==> config.mk <==
export PLATFORM = sky130hd
export DESIGN_NAME = dot_requant
export DESIGN_NICKNAME = d
export VERILOG_FILES = /design/src/rtl/cnn_pkg.sv /design/src/rtl/requant_sat.sv /design/src/rtl/dot_requant.sv
export SDC_FILE = /design/constraint.sdc
export NUM_CORES = 1
export LEC_CHECK = 0
export CORE_MARGIN = 2
export CORE_UTILIZATION = 40
export DETAILED_ROUTE_END_ITERATION = 7
export MAX_ROUTING_LAYER = met4
export PLACE_DENSITY = 0.58
export SLEW_MARGIN = 10
export SYNTH_ARGS = -nofsm -noshare
export SYNTH_HDL_FRONTEND = slang
export SYNTH_HIERARCHICAL = 1
export SYNTH_SLANG_ARGS = --single-unit
==> constraint.sdc <==
create_clock -name clk -period 14.1 [get_ports clk]
set_clock_uncertainty 0.2 [all_clocks]
set_input_delay 3.525 -clock clk [delete_from_list [all_inputs] [get_ports clk]]
set_output_delay 3.525 -clock clk [all_outputs]
set_load 0.01 [all_outputs]
==> src/rtl/cnn_pkg.sv <==
// cnn_pkg
// Shared definitions for the CNN post-processing blocks: datapath widths,
// int8 saturation limits, the int8 result type and the requant FSM states.
// No ports (package).
package cnn_pkg;

    localparam int DOT_W  = 36;
    localparam int BIAS_W = 32;
    localparam int Q_MAX  = 127;
    localparam int Q_MIN  = -128;

    typedef logic signed [7:0] int8_t;

    typedef enum logic [0:0] {
        IDLE  = 1'b0,
        ACCUM = 1'b1
    } req_state_t;

endpackage

==> src/rtl/requant_sat.sv <==
// requant_sat
// Combinational requantizer: adds the round-half-up constant for the
// requested shift, arithmetic-shifts right, then saturates to int8.
// Optional macro DOT_REQUANT_RELU_EN: when defined, negative results are
// clamped to 0 after saturation.
// Ports:
//   i_sum    in  IN_W  signed pre-shift sum
//   i_shift  in  5     right-shift amount, 0..31
//   o_q      out 8     signed int8 result
module requant_sat #(
    parameter int IN_W = cnn_pkg::DOT_W + 1
) (
    input  logic signed [IN_W-1:0] i_sum,
    input  logic        [4:0]      i_shift,
    output logic signed [7:0]      o_q
);
    import cnn_pkg::*;

    // One guard bit so adding the rounding constant can never wrap.
    localparam int W = IN_W + 1;
    localparam logic signed [W-1:0] SAT_HI = W'(Q_MAX);
    localparam logic signed [W-1:0] SAT_LO = W'(Q_MIN);

    logic signed [W-1:0] w_ext;
    logic signed [W-1:0] w_half;
    logic signed [W-1:0] w_rounded;
    logic signed [W-1:0] w_shifted;
    int8_t               w_sat;

    // Round half up, then floor-shift; a shift of zero adds nothing.
    always_comb begin
        w_ext  = {i_sum[IN_W-1], i_sum};
        w_half = '0;
        if (i_shift != 5'd0) begin
            w_half = W'(1) << (i_shift - 5'd1);
        end
        w_rounded = w_ext + w_half;
        w_shifted = w_rounded >>> i_shift;
    end

    // Clamp into the int8 range, with the optional ReLU floor applied last.
    always_comb begin
        if (w_shifted > SAT_HI) begin
            w_sat = int8_t'(Q_MAX);
        end else if (w_shifted < SAT_LO) begin
            w_sat = int8_t'(Q_MIN);
        end else begin
            w_sat = w_shifted[7:0];
        end
`ifdef DOT_REQUANT_RELU_EN
        o_q = w_sat[7] ? 8'sd0 : w_sat;
`else
        o_q = w_sat;
`endif
    end

endmodule

==> src/rtl/dot_requant.sv <==
// dot_requant
// Post-processing stage behind the MAC array: counts dot-product beats per
// window, captures the completed sum plus bias (stage 1), requantizes it to
// int8 (stage 2, requant_sat) and queues the result in a 2-entry FIFO with a
// valid/ready handshake.
// Optional macro DOT_REQUANT_RELU_EN (in requant_sat): ReLU clamp on output.
// Ports:
//   clk        in  1       system clock
//   rst        in  1       synchronous active-high reset
//   start      in  1       window start pulse
//   dot_valid  in  1       dot_in beat valid
//   dot_in     in  DOT_W   signed running dot product
//   bias       in  BIAS_W  signed bias, sampled on the completing beat
//   shift      in  5       requant shift, sampled on the completing beat
//   out_ready  in  1       consumer ready
//   out_valid  out 1       FIFO head valid
//   out_data   out 8       signed int8 FIFO head
//   drop       out 1       pulse when a result is lost to a full FIFO
//   busy       out 1       window open, pipeline or FIFO holding data
module dot_requant #(
    parameter int WINDOW_LEN = 4,
    parameter int DOT_W      = cnn_pkg::DOT_W,
    parameter int BIAS_W     = cnn_pkg::BIAS_W
) (
    input  logic                     clk,
    input  logic                     rst,
    input  logic                     start,
    input  logic                     dot_valid,
    input  logic signed [DOT_W-1:0]  dot_in,
    input  logic signed [BIAS_W-1:0] bias,
    input  logic        [4:0]        shift,
    input  logic                     out_ready,
    output logic                     out_valid,
    output logic signed [7:0]        out_data,
    output logic                     drop,
    output logic                     busy
);
    import cnn_pkg::*;

    localparam int CNT_W = $clog2(WINDOW_LEN + 1);

    req_state_t              r_state;
    logic [CNT_W-1:0]        r_beatCnt;
    logic                    r_s1Valid;
    logic signed [DOT_W:0]   r_s1Sum;
    logic [4:0]              r_s1Shift;
    int8_t                   r_fifoMem [2];
    logic                    r_wrPtr;
    logic                    r_rdPtr;
    logic [1:0]              r_count;
    logic                    r_drop;

    logic                    w_countBeat;
    logic [CNT_W-1:0]        w_nextCnt;
    logic                    w_complete;
    logic signed [DOT_W:0]   w_sum;
    int8_t                   w_q;
    logic                    w_pop;
    logic                    w_full;
    logic                    w_accept;
    logic                    w_drop;

    // A start pulse opens the window in the same cycle, so a beat arriving
    // alongside it already counts as beat 1.
    always_comb begin
        w_countBeat = dot_valid && (start || (r_state == ACCUM));
        w_nextCnt   = (start ? '0 : r_beatCnt) + CNT_W'(1);
        w_complete  = w_countBeat && (w_nextCnt == CNT_W'(WINDOW_LEN));
        w_sum       = $signed({dot_in[DOT_W-1], dot_in})
                    + $signed({{(DOT_W + 1 - BIAS_W){bias[BIAS_W-1]}}, bias});
    end

    // Window FSM; the beat update is ordered after start so a start+beat
    // cycle lands at count 1 (or completes at once when WINDOW_LEN is 1).
    always_ff @(posedge clk) begin
        if (rst) begin
            r_state   <= IDLE;
            r_beatCnt <= '0;
        end else begin
            if (start) begin
                r_state   <= ACCUM;
                r_beatCnt <= '0;
            end
            if (w_countBeat) begin
                if (w_complete) begin
                    r_state   <= IDLE;
                    r_beatCnt <= '0;
                end else begin
                    r_beatCnt <= w_nextCnt;
                end
            end
        end
    end

    // Stage 1: bias-added sum and shift captured on the completing beat.
    always_ff @(posedge clk) begin
        if (rst) begin
            r_s1Valid <= 1'b0;
            r_s1Sum   <= '0;
            r_s1Shift <= '0;
        end else begin
            r_s1Valid <= w_complete;
            if (w_complete) begin
                r_s1Sum   <= w_sum;
                r_s1Shift <= shift;
            end
        end
    end

    // Stage 2 is purely combinational and feeds the FIFO write port.
    requant_sat #(
        .IN_W (DOT_W + 1)
    ) u_requant_sat (
        .i_sum   (r_s1Sum),
        .i_shift (r_s1Shift),
        .o_q     (w_q)
    );

    // A pop in the same cycle frees the slot, so a full FIFO still accepts.
    always_comb begin
        w_pop    = (r_count != 2'd0) && out_ready;
        w_full   = (r_count == 2'd2);
        w_accept = r_s1Valid && (!w_full || w_pop);
        w_drop   = r_s1Valid && w_full && !w_pop;
    end

    // Two-entry FIFO with inline pointers and occupancy counter.
    always_ff @(posedge clk) begin
        if (rst) begin
            for (int i = 0; i < 2; i++) begin
                r_fifoMem[i] <= '0;
            end
            r_wrPtr <= 1'b0;
            r_rdPtr <= 1'b0;
            r_count <= 2'd0;
            r_drop  <= 1'b0;
        end else begin
            if (w_accept) begin
                r_fifoMem[r_wrPtr] <= w_q;
                r_wrPtr            <= ~r_wrPtr;
            end
            if (w_pop) begin
                r_rdPtr <= ~r_rdPtr;
            end
            case ({w_accept, w_pop})
                2'b10:   r_count <= r_count + 2'd1;
                2'b01:   r_count <= r_count - 2'd1;
                default: r_count <= r_count;
            endcase
            r_drop <= w_drop;
        end
    end

    assign out_valid = (r_count != 2'd0);
    assign out_data  = r_fifoMem[r_rdPtr];
    assign drop      = r_drop;
    assign busy      = (r_state == ACCUM) || r_s1Valid || (r_count != 2'd0);

endmodule
# Word-level counts from Yosys, hierarchy flattened
# Memories as Yosys holds them, arrays and structs flattened. A register that Yosys moved wholly into a read port is not among the register bits.
# Index checks and enable logic that the tools add are counted.
# Widths: inputs -> output; s select.
dict set report totals {
  regBits 52
  mem_bits_rw 16
  input_bits 78
  wordCells 62
  mem_count 1
}
# memory depth word_bits rd rd_ports_with_merged_regs wr line
set mem_list {}
lappend mem_list {r_fifoMem 2 8 1 1 2 dot_requant.sv:47} ;# int8_t r_fifoMem [2];
dict set report classes {
  n_addsub 6
  magnitude_cmp 2
  eq_ne 4
  shift 2
  mux 20
  n_bitwise 2
  reduce_logical 16
}
# operator n
set ops {}
lappend ops {{$add 37x38->38} 1}
lappend ops {{$gt 38x8->1 const B} 1}
lappend ops {{$lt 38x8->1 const B} 1}
lappend ops {{$mux 38} 1}
lappend ops {{$shl 1x5->38 const A} 1}
lappend ops {{$sshr 38x5->38} 1}
lappend ops {{$add 36x32->37} 1}
lappend ops {{$mux 8} 3}
lappend ops {{$mux 1} 12}
lappend ops {{$mux 3} 3}
lappend ops {{$reduce_or 8->1} 1}
lappend ops {{$logic_and 1x1->1} 6}
lappend ops {{$reduce_bool 5->1} 1}
lappend ops {{$sub 5x1->5 const B} 1}
lappend ops {{$eq 2x2->1 const B} 2}
lappend ops {{$logic_or 1x1->1} 4}
lappend ops {{$pmux 2 s2} 1}
lappend ops {{$reduce_bool 2->1} 2}
lappend ops {{$add 3x1->3 const B} 1}
lappend ops {{$eq 3x3->1 const B} 1}
lappend ops {{$add 2x1->2 const B} 1}
lappend ops {{$eq 2x1->1 const B} 1}
lappend ops {{$logic_not 1->1} 2}
lappend ops {{$not 1->1} 2}
lappend ops {{$sub 2x1->2 const B} 1}

# Longest topological paths before layout
dict set report logic_depth {
  word_depth 9
  mapped_depth 26
}

# Hierarchy
# The synthesis kept the hierarchy.
# module instances cells_each area_each_um2
set by_module_without_submodules {}
lappend by_module_without_submodules {requant_sat 1 862 5830.6}
lappend by_module_without_submodules {dot_requant 1 549 4490.6}

# Worst setup path before layout
# Ideal clock, no wire load.
dict set report synth_path {
  path_kind {input to register}
  start {input dot_in[0]}
  end {register r_s1Sum[32]}
  setup_time_ps 118
  t_arrival_ps 5683
  required_time_ps 13782
  setup_slack_ps 8099
  stages 12
  path_cell_list {ha_1 fa_1 a21o_1 a21oi_1 nor2b_1 a21oi_1 nand3_1 a21oi_1 o211ai_1 a41oi_1 xor2_1 o21ai_1}
}
dict set report synth_between {
  elab_chain_len 1
}
# element line
set synth_lines {}
lappend synth_lines {{start, declared} dot_requant.sv:29} ;# input logic signed [DOT_W-1:0] dot_in,
lappend synth_lines {{$add 36x32->37} dot_requant.sv:70} ;# + $signed({{(DOT_W + 1 - BIAS_W){bias[BIAS_W-1]}}, bias});
lappend synth_lines {{end signal, assigned} dot_requant.sv:104} ;# r_s1Sum <= w_sum;
lappend synth_lines {{end, declared} dot_requant.sv:45} ;# logic signed [DOT_W:0] r_s1Sum;
# No other way between the ends.
# A chain may end at the register's enable or synchronous reset.

==> results.yml <==
outcome:
  outcome: "finished clean"
synth:
  synth_ff_type: "dfxtp_1"
  netlist_top_cells_area: "dfxtp_1, ha_1, nand2_1"
  ys_seq_area_share_pct: 14.94
  synth_top_family_by_area: "compound AO/OA/AOI/OAI gates"
  synth_nets: 1561
  synthArstFlopShare_pct: 0
  synth_xor_xnor_area_share_pct: 5.492
  yosys.area_share.simple_pct: 25.29
  synthAdderAreaFrac_pct: 8.874
  synth_compound_area_share_pct: 35.66
  synth_warnings: 6
  synthCells: 1411
  avgSynthCellArea_um2: 7.315
  syn_area_um2: 10320
  ys_ff_latch: 69
  ys_types: 118
  muxShareOfSynthArea_pct: 5.031
  synth.top_cell.area_share_pct: 10.28
  yosys.area.top_type: "dfxtp_1"
  synth_edf_count: 16
layout:
  multi_input_area_um2: 8302
  final_core_util_pct: 46.07
  syn_to_final_growth_pct: 12.72
  nets: 1591
  seqCellArea_um2: 1543
  drive_gt1_share_pct: 9.336
  fill_cells: 2662
  antenna_cells: 0
global_routing:
  antenna_found_initial: 0
  grt_usage_pct: 28.35
  grt_pass1_wl_um: 58750
  grt_pass1_vias: 10580
  grt_overflow: 0
  grt_max_degree: 61
place:
  gp_congestion: 1.039
  place_hpwl_um: 29350
  port_buffers: 88
  dp_slack_ns: 6.837
sta:
  tns_ns: 0
  rsz0062_at_grt: "false"
  timing.slew.headroom_pct: 25.49
  fmax_mhz: 133.8
  finalWorstSetupSlack_ns: 6.625
  min_period_ns: 7.475
  post-route-period-util_pct: 53.01
  tightest_slew_ns: 1.106
  slew_violations: 0
  hold_viol_final: 0
  setup_violations: 0
floorplanning:
  dieArea_um2: 27100
  die_w_um: 164.6
  top_level_ports: 89
  fp.coreArea_um2: 25250
  die_h_um: 164.6
  start_util_pct: 40.87
  rows: 58
pwr:
  max-vdd-ir-drop_mv: 0.04839
  power_density_nw_per_um2: 47.73
  power.leakage_uw: 0.004470
setup_path:
  cp.arrival_ns: 7.38
  reg2regPathDepth: 20
  crit_required_ns: 14.00
  worstSetupEndpointType: "register"
  cp-start-kind: "register"
  timing_worst_setup_path_type: "register to register"
  cp_max_fo: 39
flow_run:
  maxCapViolCount: 0
min_path:
  whs_path_depth: 2
  hold_class: "register to register"
clock_network:
  cts-resized-gates: 0
  clock-root-buffer: "clkbuf_16"
  cts_max_level: 3
  tritoncts: "built"
  cts_setup_buffers: 0
  cts_made_buffers: 9
  hold_buffers: 0
  clk_latency_ns: 0.35
  cts_sinks: 69
  cts.clk_slew.worst_paths_ns: 0.06
  cts_buffer_depth: 2
routing:
  vias_per_cell: 6.298
  ant_nets: 0
  num_vias: 11190
  firstDrtPassIters: 5
  drt_iter0_markers: 999
  wl_per_cell_um: 21.15
  drc: 0
  routed_wl_um: 37560
## cell families (layout without fill, tap and decap cells)
kind of cell	count (synthesis)	in the layout
adder cells (fa/ha/maj)	72	72
AO/OA/AOI/OAI	502	502
flip-flops	69	69
AND/OR/NAND/NOR	552	552
buffers and inverters	109	144
XOR/XNOR	63	63
other	1	1
multiplexers	43	43
## critical path, stage by stage (launching register included)
cell and delay (ns):
dfxtp_1 0.31, buf_4 0.39, inv_1 0.17, buf_4 0.29, nand2_1 0.63, nor2_1 0.13, ha_1 0.56, a21oi_1 0.20
o21a_1 0.27, a211oi_1 0.89, o21bai_1 0.12, a22oi_1 0.24, o211ai_2 0.26, o22ai_1 0.49, a211oi_1 0.17, o31ai_2 0.38
o2bb2ai_1 0.19, or4b_1 0.60, o31ai_4 0.38, o21ai_1 0.15, and2_1 0.17
## placed cells by master, fill, tap and decap left out, drive strengths merged, types with 27 or more instances in the layout
cell type / instances
nand2: 203
a21oi: 138
nor2: 134
clkdlybuf4s50: 87
o21ai: 83
ha: 70
dfxtp: 53
nor3: 44
nand3: 41
a211oi: 38
xnor2: 37
o211ai: 32
a21o: 30
and2: 30
inv: 27
## layout make-up
| class | count | area share (%) |
|---|---|---|
| multi-input combinational | 1233 | 71.36 |
| sequential | 69 | 13.26 |
| timing repair buffer | 104 | 8.561 |
| tap | 330 | 3.549 |
| clock buffer | 9 | 1.936 |
| inverter | 24 | 0.7744 |
| clock inverter | 7 | 0.5593 |
## cell usage after synthesis, types with 6 or more instances
| cell type | number |
|---|---|
| inv_1 | 21 |
| clkbuf_1 | 49 |
| o22ai_1 | 10 |
| mux2_2 | 17 |
| o21ai_1 | 25 |
| edfxtp_1 | 16 |
| and3_1 | 13 |
| o31ai_1 | 7 |
| xor2_1 | 25 |
| o211a_1 | 8 |
| o211ai_1 | 27 |
| buf_1 | 12 |
| o21a_1 | 10 |
| and2_1 | 29 |
| mux2i_1 | 20 |
| a21oi_1 | 130 |
| o21bai_1 | 9 |
| nand2_1 | 199 |
| o2111ai_1 | 8 |
| ha_1 | 70 |
| o31a_1 | 6 |
| a211oi_1 | 33 |
| a21o_1 | 30 |
| nor2b_1 | 10 |
| nand2b_1 | 10 |
| nand3_1 | 41 |
| o221ai_1 | 9 |
| nor2_1 | 128 |
| dfxtp_1 | 53 |
| a21oi_2 | 7 |
| a31oi_1 | 14 |
| nand4_1 | 15 |
| buf_2 | 14 |
| o21ai_0 | 56 |
| nor4_1 | 12 |
| or3_1 | 11 |
| a221oi_1 | 11 |
| xnor2_1 | 36 |
| nor3_1 | 42 |
## metal layers
layer	GRT usage (%)	up-vias	part of all wire (%)	routed length, µm
li1	-	5395	-	-
met1	35.90	5284	44	16370
met2	45.91	418	46	17430
met3	3.918	89	5.9	2205
met4	10.83	0	4.1	1558
met5	-	-	0	0
## flip-flops by register name, summed over array words and instances (netlist names), named ones only
name and flops:
drop 1, r_beatCnt 3, r_count 2, r_fifoMem 16, r_rdPtr 1, r_s1Shift 5
r_s1Sum 37, r_s1Valid 1, r_state 1, r_wrPtr 1
## report_power, final
group          leakage [µW]  switching [µW]  internal (µW)  total [µW]
Clock              0.000141            99.5            124         223
Combinational       0.00374            67.4           60.3         128
Sequential         0.000592           0.601            204         205
## path summary, 6_finish.rpt
| kind | from | end | slack, ns |
|---|---|---|---|
| hold reg to reg | r_s1Sum[24] | r_s1Sum[24] | 0.26 |
| setup / recovery | r_s1Shift[0] | r_fifoMem[0][6] | 6.63 |
| hold / removal | r_s1Sum[24] | r_s1Sum[24] | 0.26 |
| setup reg to reg | r_s1Shift[0] | r_fifoMem[0][6] | 6.63 |
## stage by stage
step	cells	power, µW	hold slack [ns]	cell area, µm²
global placement	1760	335.8	0.2494	11340
CTS	1776	561.6	0.2585	11630
floorplan	1411	289.9	0.2361	10320
detailed placement	1760	335.6	0.2520	11340
global route	1776	585.0	0.2841	11630
finish	1776	555.3	0.2584	11630
No activity file was read; power rests on OpenSTA's default activity.
